**src/rtl/enc_pkg.sv**
```systemverilog
// rtl/enc_pkg.sv - shared types and helpers for the pending priority encoder
// Purpose: request-line count, code width, FSM state type and the code-to-onehot
//          helper used by the encoder and by anything that decodes its output.
// Ports:   none (package).
package enc_pkg;

  localparam int ENC_N = 8;
  localparam int ENC_W = $clog2(ENC_N);

  typedef enum logic {
    IDLE  = 1'b0,
    OFFER = 1'b1
  } enc_state_t;

  // Binary code back to a single set bit.
  function automatic logic [ENC_N-1:0] onehot(input logic [ENC_W-1:0] c);
    logic [ENC_N-1:0] v;
    v    = '0;
    v[c] = 1'b1;
    return v;
  endfunction

endpackage

```
**src/rtl/pending_priority_encoder_prio_find.sv**
```systemverilog
// rtl/pending_priority_encoder_prio_find.sv - combinational fixed-priority finder
// Purpose: returns the index of the winning set bit of vec_i.
//          HIGH_FIRST=1 picks the highest set index, 0 picks the lowest.
// Ports:   vec_i   [N-1:0] candidate vector
//          idx_o   [W-1:0] winning index (0 when nothing is set)
//          found_o         at least one bit of vec_i is set
module prio_find #(
  parameter int N          = 8,
  parameter int W          = $clog2(N),
  parameter bit HIGH_FIRST = 1'b1
) (
  input  logic [N-1:0] vec_i,
  output logic [W-1:0] idx_o,
  output logic         found_o
);

  // Scan so that the preferred end is visited last and overwrites earlier hits.
  always_comb begin
    idx_o = '0;
    if (HIGH_FIRST) begin
      for (int i = 0; i < N; i++) begin
        if (vec_i[i]) idx_o = W'(i);
      end
    end else begin
      for (int i = N - 1; i >= 0; i--) begin
        if (vec_i[i]) idx_o = W'(i);
      end
    end
  end

  assign found_o = |vec_i;

endmodule

```
**src/rtl/pending_priority_encoder.sv**
```systemverilog
// rtl/pending_priority_encoder.sv - sticky pending register with priority-encoded valid/ready output
// Purpose: captures request lines into a sticky pending register and offers one
//          winning index at a time as a binary code; an accepted code clears its bit.
// Ports:   clk, rst        clock, async active-high reset
//          en              capture enable for req
//          req   [N-1:0]   request lines
//          clr             synchronous flush of pend, ovf, code/valid
//          code  [W-1:0]   offered index
//          valid           code is valid
//          ready           consumer accepts on valid & ready
//          pend  [N-1:0]   pending register
//          any             |pend
//          ovf             sticky: request landed on an already-pending bit
module pending_priority_encoder
  import enc_pkg::*;
#(
  parameter int N  = ENC_N,
  parameter int RR = 0,
  localparam int W = $clog2(N)
) (
  input  logic         clk,
  input  logic         rst,
  input  logic         en,
  input  logic [N-1:0] req,
  input  logic         clr,
  output logic [W-1:0] code,
  output logic         valid,
  input  logic         ready,
  output logic [N-1:0] pend,
  output logic         any,
  output logic         ovf
);

  enc_state_t   state_q, state_d;
  logic [N-1:0] pend_q, pend_d;
  logic         ovf_q, ovf_d;
  logic [W-1:0] ptr_q, ptr_d;
  logic [W-1:0] code_q, code_d;
  logic         valid_q, valid_d;

  logic         acc;
  logic [N-1:0] acc_mask;
  logic [N-1:0] pend_rem;
  logic [N-1:0] req_cap;
  logic [W-1:0] ptr_eff;
  logic [W-1:0] rot_amt;
  logic [W-1:0] rot_j;
  logic [N-1:0] find_vec;
  logic [W-1:0] find_idx;
  logic         found;
  logic [W-1:0] sel;

  assign acc      = valid_q & ready;
  assign acc_mask = acc ? ({{(N-1){1'b0}}, 1'b1} << code_q) : '0;
  assign pend_rem = pend_q & ~acc_mask;
  assign req_cap  = en ? req : '0;

  // The pointer advance and the next-winner search share an edge, so the
  // search already starts just past the code being accepted.
  assign ptr_eff  = acc ? (code_q + W'(1)) : ptr_q;
  assign rot_amt  = (RR != 0) ? ptr_eff : '0;

  // Rotate right by rot_amt; W-bit index arithmetic wraps mod N.
  always_comb begin
    find_vec = '0;
    rot_j    = '0;
    for (int i = 0; i < N; i++) begin
      rot_j       = W'(i) + rot_amt;
      find_vec[i] = pend_rem[rot_j];
    end
  end

  prio_find #(
    .N          (N),
    .W          (W),
    .HIGH_FIRST (RR == 0)
  ) u_find (
    .vec_i   (find_vec),
    .idx_o   (find_idx),
    .found_o (found)
  );

  assign sel = find_idx + rot_amt;

  always_comb begin
    state_d = state_q;
    code_d  = code_q;
    valid_d = valid_q;
    ptr_d   = ptr_q;
    // A new request on a bit being accepted this edge keeps it set.
    pend_d  = pend_rem | req_cap;
    ovf_d   = ovf_q | (|(req_cap & pend_rem));

    case (state_q)
      IDLE: begin
        if (found) begin
          code_d  = sel;
          valid_d = 1'b1;
          state_d = OFFER;
        end
      end
      OFFER: begin
        if (acc) begin
          ptr_d = ptr_eff;
          if (found) begin
            code_d = sel;
          end else begin
            valid_d = 1'b0;
            state_d = IDLE;
          end
        end
      end
      default: begin
        valid_d = 1'b0;
        state_d = IDLE;
      end
    endcase

    if (clr) begin
      pend_d  = '0;
      ovf_d   = 1'b0;
      code_d  = '0;
      valid_d = 1'b0;
      state_d = IDLE;
      ptr_d   = ptr_q;
    end
  end

  always_ff @(posedge clk or posedge rst) begin
    if (rst) begin
      state_q <= IDLE;
      pend_q  <= '0;
      ovf_q   <= 1'b0;
      ptr_q   <= '0;
      code_q  <= '0;
      valid_q <= 1'b0;
    end else begin
      state_q <= state_d;
      pend_q  <= pend_d;
      ovf_q   <= ovf_d;
      ptr_q   <= ptr_d;
      code_q  <= code_d;
      valid_q <= valid_d;
    end
  end

  assign code  = code_q;
  assign valid = valid_q;
  assign pend  = pend_q;
  assign any   = |pend_q;
  assign ovf   = ovf_q;

endmodule

```
**config.mk**
```make
export PLATFORM = sky130hd
export DESIGN_NAME = pending_priority_encoder
export DESIGN_NICKNAME = d
export VERILOG_FILES = /design/src/rtl/enc_pkg.sv /design/src/rtl/pending_priority_encoder_prio_find.sv /design/src/rtl/pending_priority_encoder.sv
export SDC_FILE = /design/constraint.sdc
export NUM_CORES = 1
export LEC_CHECK = 0
export BUFFER_PORTS_ARGS = -buffer_cell sky130_fd_sc_hd__buf_2
export CAP_MARGIN = 20
export CORE_MARGIN = 1.5
export CORE_UTILIZATION = 43
export CTS_CLUSTER_SIZE = 12
export DETAILED_ROUTE_END_ITERATION = 10
export PLACE_DENSITY = 0.78
export SLEW_MARGIN = 5
export SYNTH_ARGS = -nofsm -noshare
export SYNTH_HDL_FRONTEND = slang
export SYNTH_SLANG_ARGS = --single-unit
```
**constraint.sdc**
```tcl
create_clock -name clk -period 1.6 [get_ports clk]
set_input_delay 0.32 -clock clk [delete_from_list [all_inputs] [get_ports clk]]
set_output_delay 0.32 -clock clk [all_outputs]
set_load 0.02 [all_outputs]
```
## Word level (Yosys, flattened, before mapping)

Cells that the tools add are included.

| operators by class | value |
|---|---|
| muxes and demuxes | 24 |
| equal/unequal tests | 3 |
| reduce and logical (&&, ||, !) cells | 4 |
| bitwise operators | 7 |
| shifts and indexed selects | 1 |

Operators with widths:

| kind | count |
|---|---|
| $mux W8 | 3 |
| $reduce_or A8 Y1 | 3 |
| $mux W3 | 7 |
| $and A8 B8 Y8 | 2 |
| $mux W1 | 9 |
| $not A8 Y8 | 1 |
| $or A8 B8 Y8 | 1 |
| $shl A1 B3 Y8 const A | 1 |
| $ne A3 B3 Y1 const B | 2 |
| $pmux W3 S2 | 1 |
| $mux W2 | 2 |
| $pmux W1 S2 | 2 |
| $ne A3 B2 Y1 const B | 1 |
| $reduce_and A3 Y1 | 1 |
| $and A1 B1 Y1 | 1 |
| $not A1 Y1 | 1 |
| $or A1 B1 Y1 | 1 |

| storage, ports and cells | value |
|---|---|
| input port bits | 13 |
| word-level logic and storage cells | 44 |
| register bits | 14 |
| output and inout bits | 14 |

## Depth between registers and ports, before layout

| depth | value |
|---|---|
| word-level depth | 15 |
| mapped depth | 5 |

## Hierarchy

Synthesis repeated with hierarchy kept, for this count alone.

| second synthesis, totals | value |
|---|---|
| cell total of the unflattened synthesis | 93 |
| area, all modules | 843.3 µm² |

Modules (own cells, without submodules):

| module | times used | cells each | area an instance (µm²) | seq. area each (µm²) |
|---|---|---|---|---|
| pending_priority_encoder | 1 | 81 | 777.0 | 350.3 |
| prio_find | 1 | 12 | 66.3 | 0.0 |

## Worst setup path before layout

No wires, ideal clock.

| timing path | value |
|---|---|
| path kind | reg-to-reg |
| start | register code_q[2] (netlist: code[2]) |
| end | register code_q[1] (netlist: code[1]) |
| data required time | 1.478 ns |
| slack | -0.265 ns |
| cell stages (with the launch flop) | 6 |
| buffers on the path | 0 |
| data arrival time | 1.743 ns |
| cell sequence | dfrtp_1 -> nand3b_1 -> o31ai_1 -> nand2_2 -> or3_1 -> a32o_1 |

| between the ends | value |
|---|---|
| longest elaborated chain between the ends | 14 |
| elaborated cells on any way between the ends | 15 |

Ends and longest elaborated chain:

| element | RTL line | RTL |
|---|---|---|
| from (decl) | pending_priority_encoder.sv:38 | `logic [W-1:0] code_q, code_d;` |
| from (signal assigned) | pending_priority_encoder.sv:142 | `code_q <= code_d;` |
| $shl A1 B3 Y8 (*) | pending_priority_encoder.sv:54 | `assign acc_mask = acc ? ({{(N-1){1'b0}}, 1'b1} << code_q) : '0;` |
| $mux W8 (*) | pending_priority_encoder.sv:54 |  |
| $not A8 Y8 (*) | pending_priority_encoder.sv:55 | `assign pend_rem = pend_q & ~acc_mask;` |
| $and A8 B8 Y8 (*) | pending_priority_encoder.sv:55 |  |
| $mux W2 (2 in a row) | pending_priority_encoder_prio_find.sv:22 | `if (vec_i[i]) idx_o = W'(i);` |
| $mux W3 (4 in a row) | pending_priority_encoder_prio_find.sv:22 |  |
| $mux W3 (*) | pending_priority_encoder.sv:96, pending_priority_encoder.sv:105 |  |
| $mux W3 | pending_priority_encoder.sv:103 | `if (acc) begin` |
| $pmux W3 S2 (*) | pending_priority_encoder.sv:94 | `case (state_q)` |
| $mux W3 (*) | pending_priority_encoder.sv:119 | `if (clr) begin` |

Every way passes the cells marked *; elsewhere a longest branch is shown, timed or not. The select of a mux whose other input is x is not followed.
A chain may end at the register's enable or synchronous reset.

## Worst setup path in the final report

Ends and elaborated chain as after synthesis.

==> results.yml <==
worst_setup_path:
  crit_family: "simple AND/OR/NAND/NOR gates"
  crit_type: "reg -> reg"
  slowest_stage: "dfrtp_2"
  crit_arrival_ns: 1.98
  path_buf_inv: 1
  cp_max_fo: 6
  critPathCaptureType: "register"
  reg2reg_slack_ns: -0.18
  required_ns: 1.80
  cp_cell_sequence: "nand3b_1 -> buf_4 -> o21ai_2 -> nand2_2 -> or3_4 -> a32o_1"
  critPathMaxStageDelay_ns: 0.43
  setup.worst_path.start_class: "register"
sta:
  hold_viol_final: 0
  finalMaxSlewViolations: 0
  max_freq_ghz: 0.562
  rsz0062_at_grt: "true"
  layout_setup_ws_ns: -0.179
  setup_viol_count_final: 7
  finalCritPeriodShare_pct: 111
  finalClockSkew_ns: 0.0172
  period_minus_slack_ns: 1.78
  fin_hold_ws_ns: 0.0528
  relSlewSlack_pct: 61.7
  worst_pin_slew_ns: 0.574
  fin_setup_tns_ns: -0.671
power:
  p_per_area_nw_per_um2: 872
  vdd_drop_max_uv: 654
  p_leak_nw: 0.606
synthesis:
  synthSimpleGateAreaFrac_pct: 17.3
  muxShareOfSynthArea_pct: 0
  seq_area_frac_synth_pct: 44.4
  synth_xor_area_share_pct: 0
  synth-seq-cells: 14
  synth_top_family_by_area: "compound AO/OA/AOI/OAI gates"
  syn-mean-instance-area_um2: 9.07
  syn_nets: 100
  syn_inst: 87
  synth_adder_area_share_pct: 0
  syn_area_um2: 790
  synth-compound-area-share_pct: 33.1
  yosys_warnings: 0
  synth_cell_type_count: 28
job:
  drv_cap: 0
grt:
  grtUsageTotal_pct: 23.0
  overflow: 0
  first_global_vias: 732
  antenna_found_initial: 0
  grt_pass1_wl_um: 3350
  grt_max_degree: 15
placement:
  placedCellCount: 152
  gp_congestion: 0.823
  place_hpwl_um: 1630
  placed_cell_area_um2: 1080
  io_buffers: 26
detailed_routing:
  drtAntennaViolNets: 0
  vias: 895
  dr.pass1.iters: 5
  initialDrtViolationCount: 16
  drc: 0
  wl_per_cell_um: 15.4
  routed_wl_um: 2510
  via_per_inst: 5.49
outcome:
  violations: "negative setup slack"
  status: "finished, violations left"
clock_tree:
  h-tree-depth: 1
  numCtsBuffers: 3
  cts.clk_slew.worst_paths_ns: 0.10
  root_buffer: "clkbuf_4"
  clock_latency_ns: 0.30
  clk_path_buf_depth: 2
  clock-sinks: 14
  cts_tree: "yes"
  cts_hold_buffers: 0
floorplan:
  row_count: 15
  die_h_um: 45.9
  io_pins: 27
  core_um2: 1730
  initial_core_util_pct: 45.7
  dieArea_um2: 2100
  die_x_um: 45.9
cells_and_area:
  instances_no_fill: 163
  final_core_util_pct: 72.9
  antenna_cells: 0
  area_delta_synth_final_pct: 59.4
  fin_area_um2: 1260
  drive_above_1_share_pct: 58.0
  nNetsFinal: 152
hold_path:
  min_path_type: "in -> async"
==> cell usage in the layout, fill, tap and decap left out, drive strengths merged <==
| cell | netlist | final |
|---|---|---|
| o22ai | 3 | 3 |
| a31o | 1 | 1 |
| o21ai | 9 | 9 |
| a221oi | 1 | 1 |
| or3 | 1 | 1 |
| dfrtp | 14 | 14 |
| a21oi | 10 | 10 |
| a22o | 2 | 2 |
| a211oi | 1 | 1 |
| a32o | 2 | 2 |
| o21a | 3 | 3 |
| inv | 9 | 9 |
| buf | 0 | 49 |
| nand3b | 2 | 2 |
| nor3 | 1 | 1 |
| o41ai | 2 | 2 |
| nand4 | 1 | 1 |
| clkbuf | 2 | 4 |
| nand2 | 16 | 16 |
| nand3 | 1 | 1 |
| o31ai | 2 | 2 |
| nand2b | 2 | 2 |
| nor4 | 2 | 2 |
==> where the power goes <==
| group | internal, mW | leakage [nW] | switching, mW | total (mW) |
|---|---|---|---|---|
| logic | 0.203 | 0.417 | 0.214 | 0.417 |
| registers | 0.392 | 0.174 | 0.0568 | 0.449 |
| clock network | 0.0972 | 0.0150 | 0.135 | 0.232 |
| total | 0.692 | 0.606 | 0.406 | 1.10 |
==> sequential cells by signal, indices dropped and copies added (netlist names) <==
register / cells
code: 3
pend: 8
state_q: 1
ovf: 1
valid: 1
==> logic make-up after synthesis <==
group	Yosys count
AOI/OAI and AO/OA	36
and+or+nand+nor	26
DFF	14
buffers and inverters	11
==> repair_timing <==
item | 4_1_cts | 5_1_grt
gates cloned | 0 | 0
setup endpoints to repair | 7 | 7
gates resized for setup | 3 | 18
pin swaps | 0 | 5
buffers inserted | 1 | 6
==> layer usage <==
layer  global-route usage (%)  vias to the layer above  wire length (um)
met4                     15.4                        0                59
li1                         -                      422                 -
met5                        0                        -                 0
met3                     2.38                        4                73
met1                     31.2                      442              1110
met2                     33.9                       27              1270
==> path summary, 6_finish.rpt <==
check,from,to,cells past startpoint
min in group clk,req[5],pend[5],3
max in group asynchronous,rst,pend[4],2
max reg2reg,code[2],code[1],6
max,code[2],code[1],6
min reg2reg,ovf,ovf,2
min,rst,valid,2
==> synth_stat cells <==
library cell  count  area [um2]
o22ai_1           3        18.8
nor4_1            2        12.5
nand2_2           1        6.26
o21ai_1           4        20.0
a22o_1            2        17.5
o21ai_2           2        17.5
inv_1             9        33.8
a21oi_1          10        50.1
o21ai_0           3        15.0
o21a_1            2        15.0
o21a_2            1        8.76
nor3_1            1        5.00
nand2b_1          2        12.5
a31o_2            1        8.76
nand4_2           1        12.5
a221oi_1          1        8.76
dfrtp_1          14         350
nand3b_1          2        15.0
o41ai_2           1        16.3
clkbuf_1          2        7.51
o31ai_1           1        7.51
nand3_2           1        10.0
a211oi_1          1        7.51
or3_1             1        6.26
o31ai_4           1        21.3
o41ai_1           1        8.76
nand2_1          15        56.3
a32o_1            2        20.0
==> layout make-up <==
type / instances / area, um2
well taps: 25 / 31.3
repair buffers: 49 / 313
multi-input cells: 62 / 497
clock buffers: 4 / 26.3
fillers: 132 / 468
inverters: 9 / 33.8
flip-flops and latches: 14 / 358
==> worst reg2reg max path, cell delays in order, from the launching register on <==
cell and delay, ns:
dfrtp_2 0.43, nand3b_1 0.17, buf_4 0.18, o21ai_2 0.17, nand2_2 0.12, or3_4 0.39
a32o_1 0.23
==> per-stage QoR <==
step	worst slack, ns	power [mW]
global placement	-0.167	0.767
finish	-0.179	1.10
CTS	-0.226	1.00
global route	-0.227	1.14
floorplan	-0.189	0.623
detailed placement	-0.228	0.776
No activity file was read; power rests on OpenSTA's default activity.
